<file path="src/rtl/wisc_pkg.sv">
// Shared definitions for the branch condition path: condition codes, flag bit
// positions inside the Z/N/V masks, and the branch unit state encoding.
package wisc_pkg;

    localparam logic [2:0] CCC_NE     = 3'b000;
    localparam logic [2:0] CCC_EQ     = 3'b001;
    localparam logic [2:0] CCC_GT     = 3'b010;
    localparam logic [2:0] CCC_LT     = 3'b011;
    localparam logic [2:0] CCC_GTE    = 3'b100;
    localparam logic [2:0] CCC_LTE    = 3'b101;
    localparam logic [2:0] CCC_OVFL   = 3'b110;
    localparam logic [2:0] CCC_UNCOND = 3'b111;

    // Masks are packed {Z, N, V} so they line up with {ex_en_Z, ex_en_N, ex_en_V}
    localparam int FLAG_Z = 2;
    localparam int FLAG_N = 1;
    localparam int FLAG_V = 0;

    typedef enum logic [1:0] {
        ST_IDLE     = 2'd0,
        ST_HAZARD   = 2'd1,
        ST_REDIRECT = 2'd2
    } state_t;

endpackage

</file>
<file path="src/rtl/branch_cond_unit_cond_eval.sv">
// Combinational condition resolver: maps a ccc code plus the Z/N/V flags to a
// taken decision and the set of flags that decision depends on.
module cond_eval
    import wisc_pkg::*;
(
    input  logic [2:0] ccc,
    input  logic       flag_z,
    input  logic       flag_n,
    input  logic       flag_v,
    output logic       taken,
    output logic [2:0] need_mask
);

    always_comb begin
        taken     = 1'b0;
        need_mask = 3'b000;
        case (ccc)
            CCC_NE: begin
                taken             = ~flag_z;
                need_mask[FLAG_Z] = 1'b1;
            end
            CCC_EQ: begin
                taken             = flag_z;
                need_mask[FLAG_Z] = 1'b1;
            end
            CCC_GT: begin
                taken             = ~flag_z & ~flag_n;
                need_mask[FLAG_Z] = 1'b1;
                need_mask[FLAG_N] = 1'b1;
            end
            CCC_LT: begin
                taken             = flag_n;
                need_mask[FLAG_N] = 1'b1;
            end
            CCC_GTE: begin
                taken             = flag_z | (~flag_z & ~flag_n);
                need_mask[FLAG_Z] = 1'b1;
                need_mask[FLAG_N] = 1'b1;
            end
            CCC_LTE: begin
                taken             = flag_n | flag_z;
                need_mask[FLAG_Z] = 1'b1;
                need_mask[FLAG_N] = 1'b1;
            end
            CCC_OVFL: begin
                taken             = flag_v;
                need_mask[FLAG_V] = 1'b1;
            end
            default: begin
                // Unconditional: depends on no flag, so it can never hazard
                taken     = 1'b1;
                need_mask = 3'b000;
            end
        endcase
    end

endmodule

</file>
<file path="src/rtl/branch_cond_unit.sv">
// Decode-side branch resolver: waits out flag hazards against EX, issues a held
// redirect toward fetch with a one-cycle flush, and keeps saturating statistics.
module branch_cond_unit
    import wisc_pkg::*;
#(
    parameter int ADDR_W     = 16,
    parameter int HAZ_CYCLES = 1,
    parameter int CNT_W      = 16
) (
    input  logic              clk,
    input  logic              rst_n,
    input  logic              br_valid,
    output logic              br_ready,
    input  logic [2:0]        br_ccc,
    input  logic [ADDR_W-1:0] br_target,
    input  logic              ex_en_Z,
    input  logic              ex_en_N,
    input  logic              ex_en_V,
    input  logic              flag_Z,
    input  logic              flag_N,
    input  logic              flag_V,
    output logic              stall,
    output logic              redirect_valid,
    output logic [ADDR_W-1:0] redirect_pc,
    input  logic              redirect_ack,
    output logic              flush,
    output logic [CNT_W-1:0]  br_count,
    output logic [CNT_W-1:0]  taken_count
);

    // The cycle with count zero is itself the sampling cycle, so load one less
    // to get HAZ_CYCLES stall cycles before the flags are evaluated.
    localparam logic [1:0] WAIT_LOAD = 2'(HAZ_CYCLES - 1);

    state_t              state_reg;
    logic [1:0]          wait_reg;
    logic [2:0]          ccc_reg;
    logic [ADDR_W-1:0]   target_reg;
    logic                redirect_valid_reg;
    logic [ADDR_W-1:0]   redirect_pc_reg;
    logic                flush_reg;
    logic [CNT_W-1:0]    br_count_reg;
    logic [CNT_W-1:0]    taken_count_reg;

    logic [2:0]          eval_ccc;
    logic                eval_taken;
    logic [2:0]          need_mask;
    logic                hazard;
    logic [CNT_W-1:0]    br_count_next;
    logic [CNT_W-1:0]    taken_count_next;

    // While waiting out a hazard the latched condition is resolved; otherwise
    // the one being presented by decode.
    assign eval_ccc = (state_reg == ST_HAZARD) ? ccc_reg : br_ccc;

    cond_eval u_cond_eval (
        .ccc       (eval_ccc),
        .flag_z    (flag_Z),
        .flag_n    (flag_N),
        .flag_v    (flag_V),
        .taken     (eval_taken),
        .need_mask (need_mask)
    );

    assign hazard = |(need_mask & {ex_en_Z, ex_en_N, ex_en_V});

    assign br_count_next    = (&br_count_reg)    ? br_count_reg    : br_count_reg + 1'b1;
    assign taken_count_next = (&taken_count_reg) ? taken_count_reg : taken_count_reg + 1'b1;

    always_ff @(posedge clk or negedge rst_n) begin
        if (!rst_n) begin
            state_reg          <= ST_IDLE;
            wait_reg           <= 2'd0;
            ccc_reg            <= 3'd0;
            target_reg         <= '0;
            redirect_valid_reg <= 1'b0;
            redirect_pc_reg    <= '0;
            flush_reg          <= 1'b0;
            br_count_reg       <= '0;
            taken_count_reg    <= '0;
        end else begin
            flush_reg <= 1'b0;
            case (state_reg)
                ST_IDLE: begin
                    if (br_valid) begin
                        ccc_reg    <= br_ccc;
                        target_reg <= br_target;
                        if (hazard) begin
                            state_reg <= ST_HAZARD;
                            wait_reg  <= WAIT_LOAD;
                        end else begin
                            br_count_reg <= br_count_next;
                            if (eval_taken) begin
                                taken_count_reg    <= taken_count_next;
                                state_reg          <= ST_REDIRECT;
                                redirect_valid_reg <= 1'b1;
                                redirect_pc_reg    <= br_target;
                                flush_reg          <= 1'b1;
                            end
                        end
                    end
                end
                ST_HAZARD: begin
                    if (wait_reg == 2'd0) begin
                        br_count_reg <= br_count_next;
                        if (eval_taken) begin
                            taken_count_reg    <= taken_count_next;
                            state_reg          <= ST_REDIRECT;
                            redirect_valid_reg <= 1'b1;
                            redirect_pc_reg    <= target_reg;
                            flush_reg          <= 1'b1;
                        end else begin
                            state_reg <= ST_IDLE;
                        end
                    end else begin
                        wait_reg <= wait_reg - 2'd1;
                    end
                end
                ST_REDIRECT: begin
                    if (redirect_ack) begin
                        state_reg          <= ST_IDLE;
                        redirect_valid_reg <= 1'b0;
                    end
                end
                default: begin
                    state_reg          <= ST_IDLE;
                    redirect_valid_reg <= 1'b0;
                end
            endcase
        end
    end

    assign br_ready       = (state_reg == ST_IDLE);
    assign stall          = (state_reg != ST_IDLE);
    assign redirect_valid = redirect_valid_reg;
    assign redirect_pc    = redirect_pc_reg;
    assign flush          = flush_reg;
    assign br_count       = br_count_reg;
    assign taken_count    = taken_count_reg;

endmodule

</file>
<file path="config.mk">
export PLATFORM = sky130hd
export DESIGN_NAME = branch_cond_unit
export DESIGN_NICKNAME = d
export VERILOG_FILES = /design/src/rtl/wisc_pkg.sv /design/src/rtl/branch_cond_unit_cond_eval.sv /design/src/rtl/branch_cond_unit.sv
export SDC_FILE = /design/constraint.sdc
export NUM_CORES = 1
export LEC_CHECK = 0
export ABC_AREA = 1
export BUFFER_PORTS_ARGS = -buffer_cell sky130_fd_sc_hd__buf_2
export CELL_PAD_IN_SITES_DETAIL_PLACEMENT = 1
export CELL_PAD_IN_SITES_GLOBAL_PLACEMENT = 1
export CORE_MARGIN = 2
export CORE_UTILIZATION = 40
export DETAILED_ROUTE_END_ITERATION = 8
export GPL_TIMING_DRIVEN = 0
export PLACE_DENSITY_LB_ADDON = 0.25
export REMOVE_ABC_BUFFERS = 1
export SYNTH_ARGS = -nofsm -noshare
export SYNTH_HDL_FRONTEND = slang
export SYNTH_SLANG_ARGS = --single-unit
</file>
<file path="constraint.sdc">
create_clock -name clk -period 2.5 [get_ports clk]
set_clock_uncertainty 0.05 [all_clocks]
set_input_delay 0 -clock clk [delete_from_list [all_inputs] [get_ports clk]]
set_output_delay 0 -clock clk [all_outputs]
set_load 0.1 [all_outputs]
</file>
==> results.md <==
- Final setup vio count: 0
- Post-synthesis sequential area ratio: 0.4422
- Starting Density: 0.4057
- Leak: 2.758 nW
- #FFs+latches synth: 73
- Die width: 105.6 um
- Hold Slack: 115.8 ps
- EDFF count, synth: 0
- Detail Route Antenna Nets: 0
- Worst Path Arrival: 2500 ps
- Max-Cap Viols: 0
- Skew-Pair Late Insertion Delay: 360 ps
- Synth Area in Simple Gates: 0.3207
- Remaining DRCs: 0
- Crit share post-route: 0.9032
- Core region area: 0.01018 mm^2
- Total track usage: 0.2232
- Warnings, synthesis: 0
- F_max: 0.4429 GHz
- Switching power share of the total: 0.5615
- Top-count cell post-synth: nand2_1
- Worst Setup Path Type: reg -> reg
- Share of cells above drive strength 1: 0.2097
- Power Total: 6.122 mW
- Filler cells: 1331
- Comb power frac: 0.567
- Clk pwr share: 0.147
- Main area contributors after synthesis: dfrtp_1 44%, nand2_1 16%, inv_1 6.1%
- Slew @ Worst Pin: 777.7 ps
- Main combinational cell family by area after synthesis: simple AND/OR/NAND/NOR gates
- Area leader, netlist: dfrtp_1
- Internal: 2.684 mW
- NumNets Final: 686
- Compound-cell area share of the yosys netlist: 0.09207
- Port Buffer Count: 80
- Reg2reg start: state_reg[0]
- Num CTS Buffers: 9
- Row cnt: 37
- Reg2Reg Capture Point: taken_count[3]
- Critical Path Start Type: flop
- Adder-cell area share of the yosys netlist: 0.009085
- Final hold violation count: 0
- Max IR drop VDD: 0.0006975 V
- R2R cell count: 12
- Post-synthesis xor/xnor area fraction: 0.04876
- Synth Flop Type: dfrtp_1
- Reg power frac: 0.286
- Syn Area/Cell: 7.623 um^2
- ANT cells: 0
- Crit. End Element: flop
- Die H: 105.6 um
- WP data required: 2740 ps
- Worst Hold Class: in -> reg
- Multi-input logic area: 0.001969 mm^2
- Final Util: 0.5072
- DR iter-0 viols: 123
- HP Start: flag_V
- Cells after synthesis: 542
- P_sw: 3.438 mW
- Vias per std cell: 4.948
- First-pass detailed-route iteration total: 4
- Reg area: 0.001828 mm^2
- Via count: 3929
- CTS Root Cell: clkbuf_8
- Clock tree sinks: 73
- Clock Pin Slew Worst Setup and Hold Paths: 80 ps
- CP Max Fanout: 17
- Mapped cell area: 0.004131 mm^2
- Largest net degree at the start of global routing: 58
- Max-slew violation count: 0
- Synth cell types: 31
- RD Place Congestion: 0.8549
- CTS max path bufs: 2
- Vias in the first global route: 4076
- Synth top area share: 0.4422
- Clock H-tree levels: 3
- R2r setup slk: 240 ps
- Drt wl/cell: 15.02 um
- Status: complete, no violations
- Ys async rst share: 1.000
- GR Overflow Total: 0
- Die ar.: 0.01116 mm^2
- Power per Cell Area: 1185 mW/mm^2
- Mux contribution to synthesized area: 0
- TritonCTS clock tree: done
- Hold EP: redirect_valid
- Area growth from synthesis to layout: 25.05%
- IO Count: 81
- First-pass GRT wire length: 19620 um
- Hold depth: 7
- Detailed placer's ending HPWL: 7808 um
- Routed WL: 11930 um
- Antenna violations before repair: 0
- Post-synth top cells: 180 x nand2_1, 73 x dfrtp_1, 67 x inv_1
- Slew Limit Headroom: 0.4810
- Tmin final: 2258 ps
==> metrics by stage <==
step / instance area [um^2] / setup slack [ps] / cells / setup TNS, ps
after floorplan: 4034 / -1065 / 526 / -33460
after global placement: 4604 / -636.8 / 742 / -14530
after detailed placement: 4634 / -703.9 / 743 / -15750
after CTS: 5097 / 57.37 / 786 / 0
after global routing: 5166 / -31.22 / 794 / -116.7
final: 5166 / 242.0 / 794 / 0
==> layout by cell type, fill, tap and decap left out, types with 5 or more instances in the layout <==
cell	synthesis	layout
buf_2	3	79
buf_4	5	10
clkbuf_8	0	12
clkinvlp_4	0	5
dfrtp_1	73	72
dlygate4sd3_1	0	23
inv_1	67	66
nand2_1	180	179
nand2_2	6	6
nand3_1	40	40
nand4_1	10	10
nor2_1	29	28
nor3_1	7	7
nor4_1	5	5
o21ai_0	44	44
o21bai_1	16	16
xnor2_1	5	5
xor2_1	18	18
==> power groups by stage <==
stage / logic [mW] / clock network [mW] / registers (mW)
floorplan: 1.29 / 0 / 3.00
global placement: 3.13 / 0 / 1.74
detailed placement: 3.22 / 0 / 1.77
CTS: 3.35 / 0.920 / 1.75
global route: 3.74 / 0.973 / 1.80
finish: 3.47 / 0.897 / 1.75
==> cell families after synthesis <==
group	after synthesis
simple gates	292
fa+ha+maj	3
compound gates	65
buf+inv	86
xor+xnor	23
flops	73
==> layout make-up <==
cell class / instances / share of cell area
multi-input cells: 384 / 0.3812
clock buffers: 13 / 0.03270
flip-flops and latches: 73 / 0.3538
repair buffers: 113 / 0.1410
well taps: 136 / 0.03294
repair inverters: 3 / 0.004359
clock inverters: 2 / 0.002422
inverters: 70 / 0.05159
==> worst max-delay path: stages (launching register included) <==
cell	delay, ps
dfrtp_2	510
inv_2	70
nor2_2	240
nand2_1	80
nand2_1	120
nand2_1	80
nand3_2	80
nand3_2	130
nand2_2	170
nand2_4	180
nor2_8	290
nand2_1	100
nand2_1	80
==> routing by layer <==
layer,wire [um],track usage,share of wire,vias up
li1,-,-,-,1930
met1,5312,0.2814,0.45,1907
met2,5971,0.3806,0.50,74
met3,391,0.02907,0.033,18
met4,250,0.1024,0.021,0
met5,0,0,0,-
==> timing repair <==
action | in CTS | in global routing
hold buffers | 23 | 0
pin swaps | 2 | 1
gates resized for setup | 6 | 3
cloned | 2 | 2
buffers inserted | 3 | 6
setup endpoints to repair | 34 | 46
endpoints found under the hold margin | 108 | 0
==> worst max path at each step <==
stage	slack, ps	start	to	depth (start not counted)
4_1_cts	60	state_reg[1]	taken_count[3]	12
2_1_floorplan	-1070	state_reg[0]	br_count[2]	10
3_3_place_gp	-640	state_reg[0]	br_count[6]	10
5_1_grt	-30	br_count[0]	br_count[2]	11
3_5_place_dp	-700	state_reg[0]	br_count[6]	10
6_report	240	state_reg[0]	taken_count[3]	12
(Power assumes the default switching activity.)
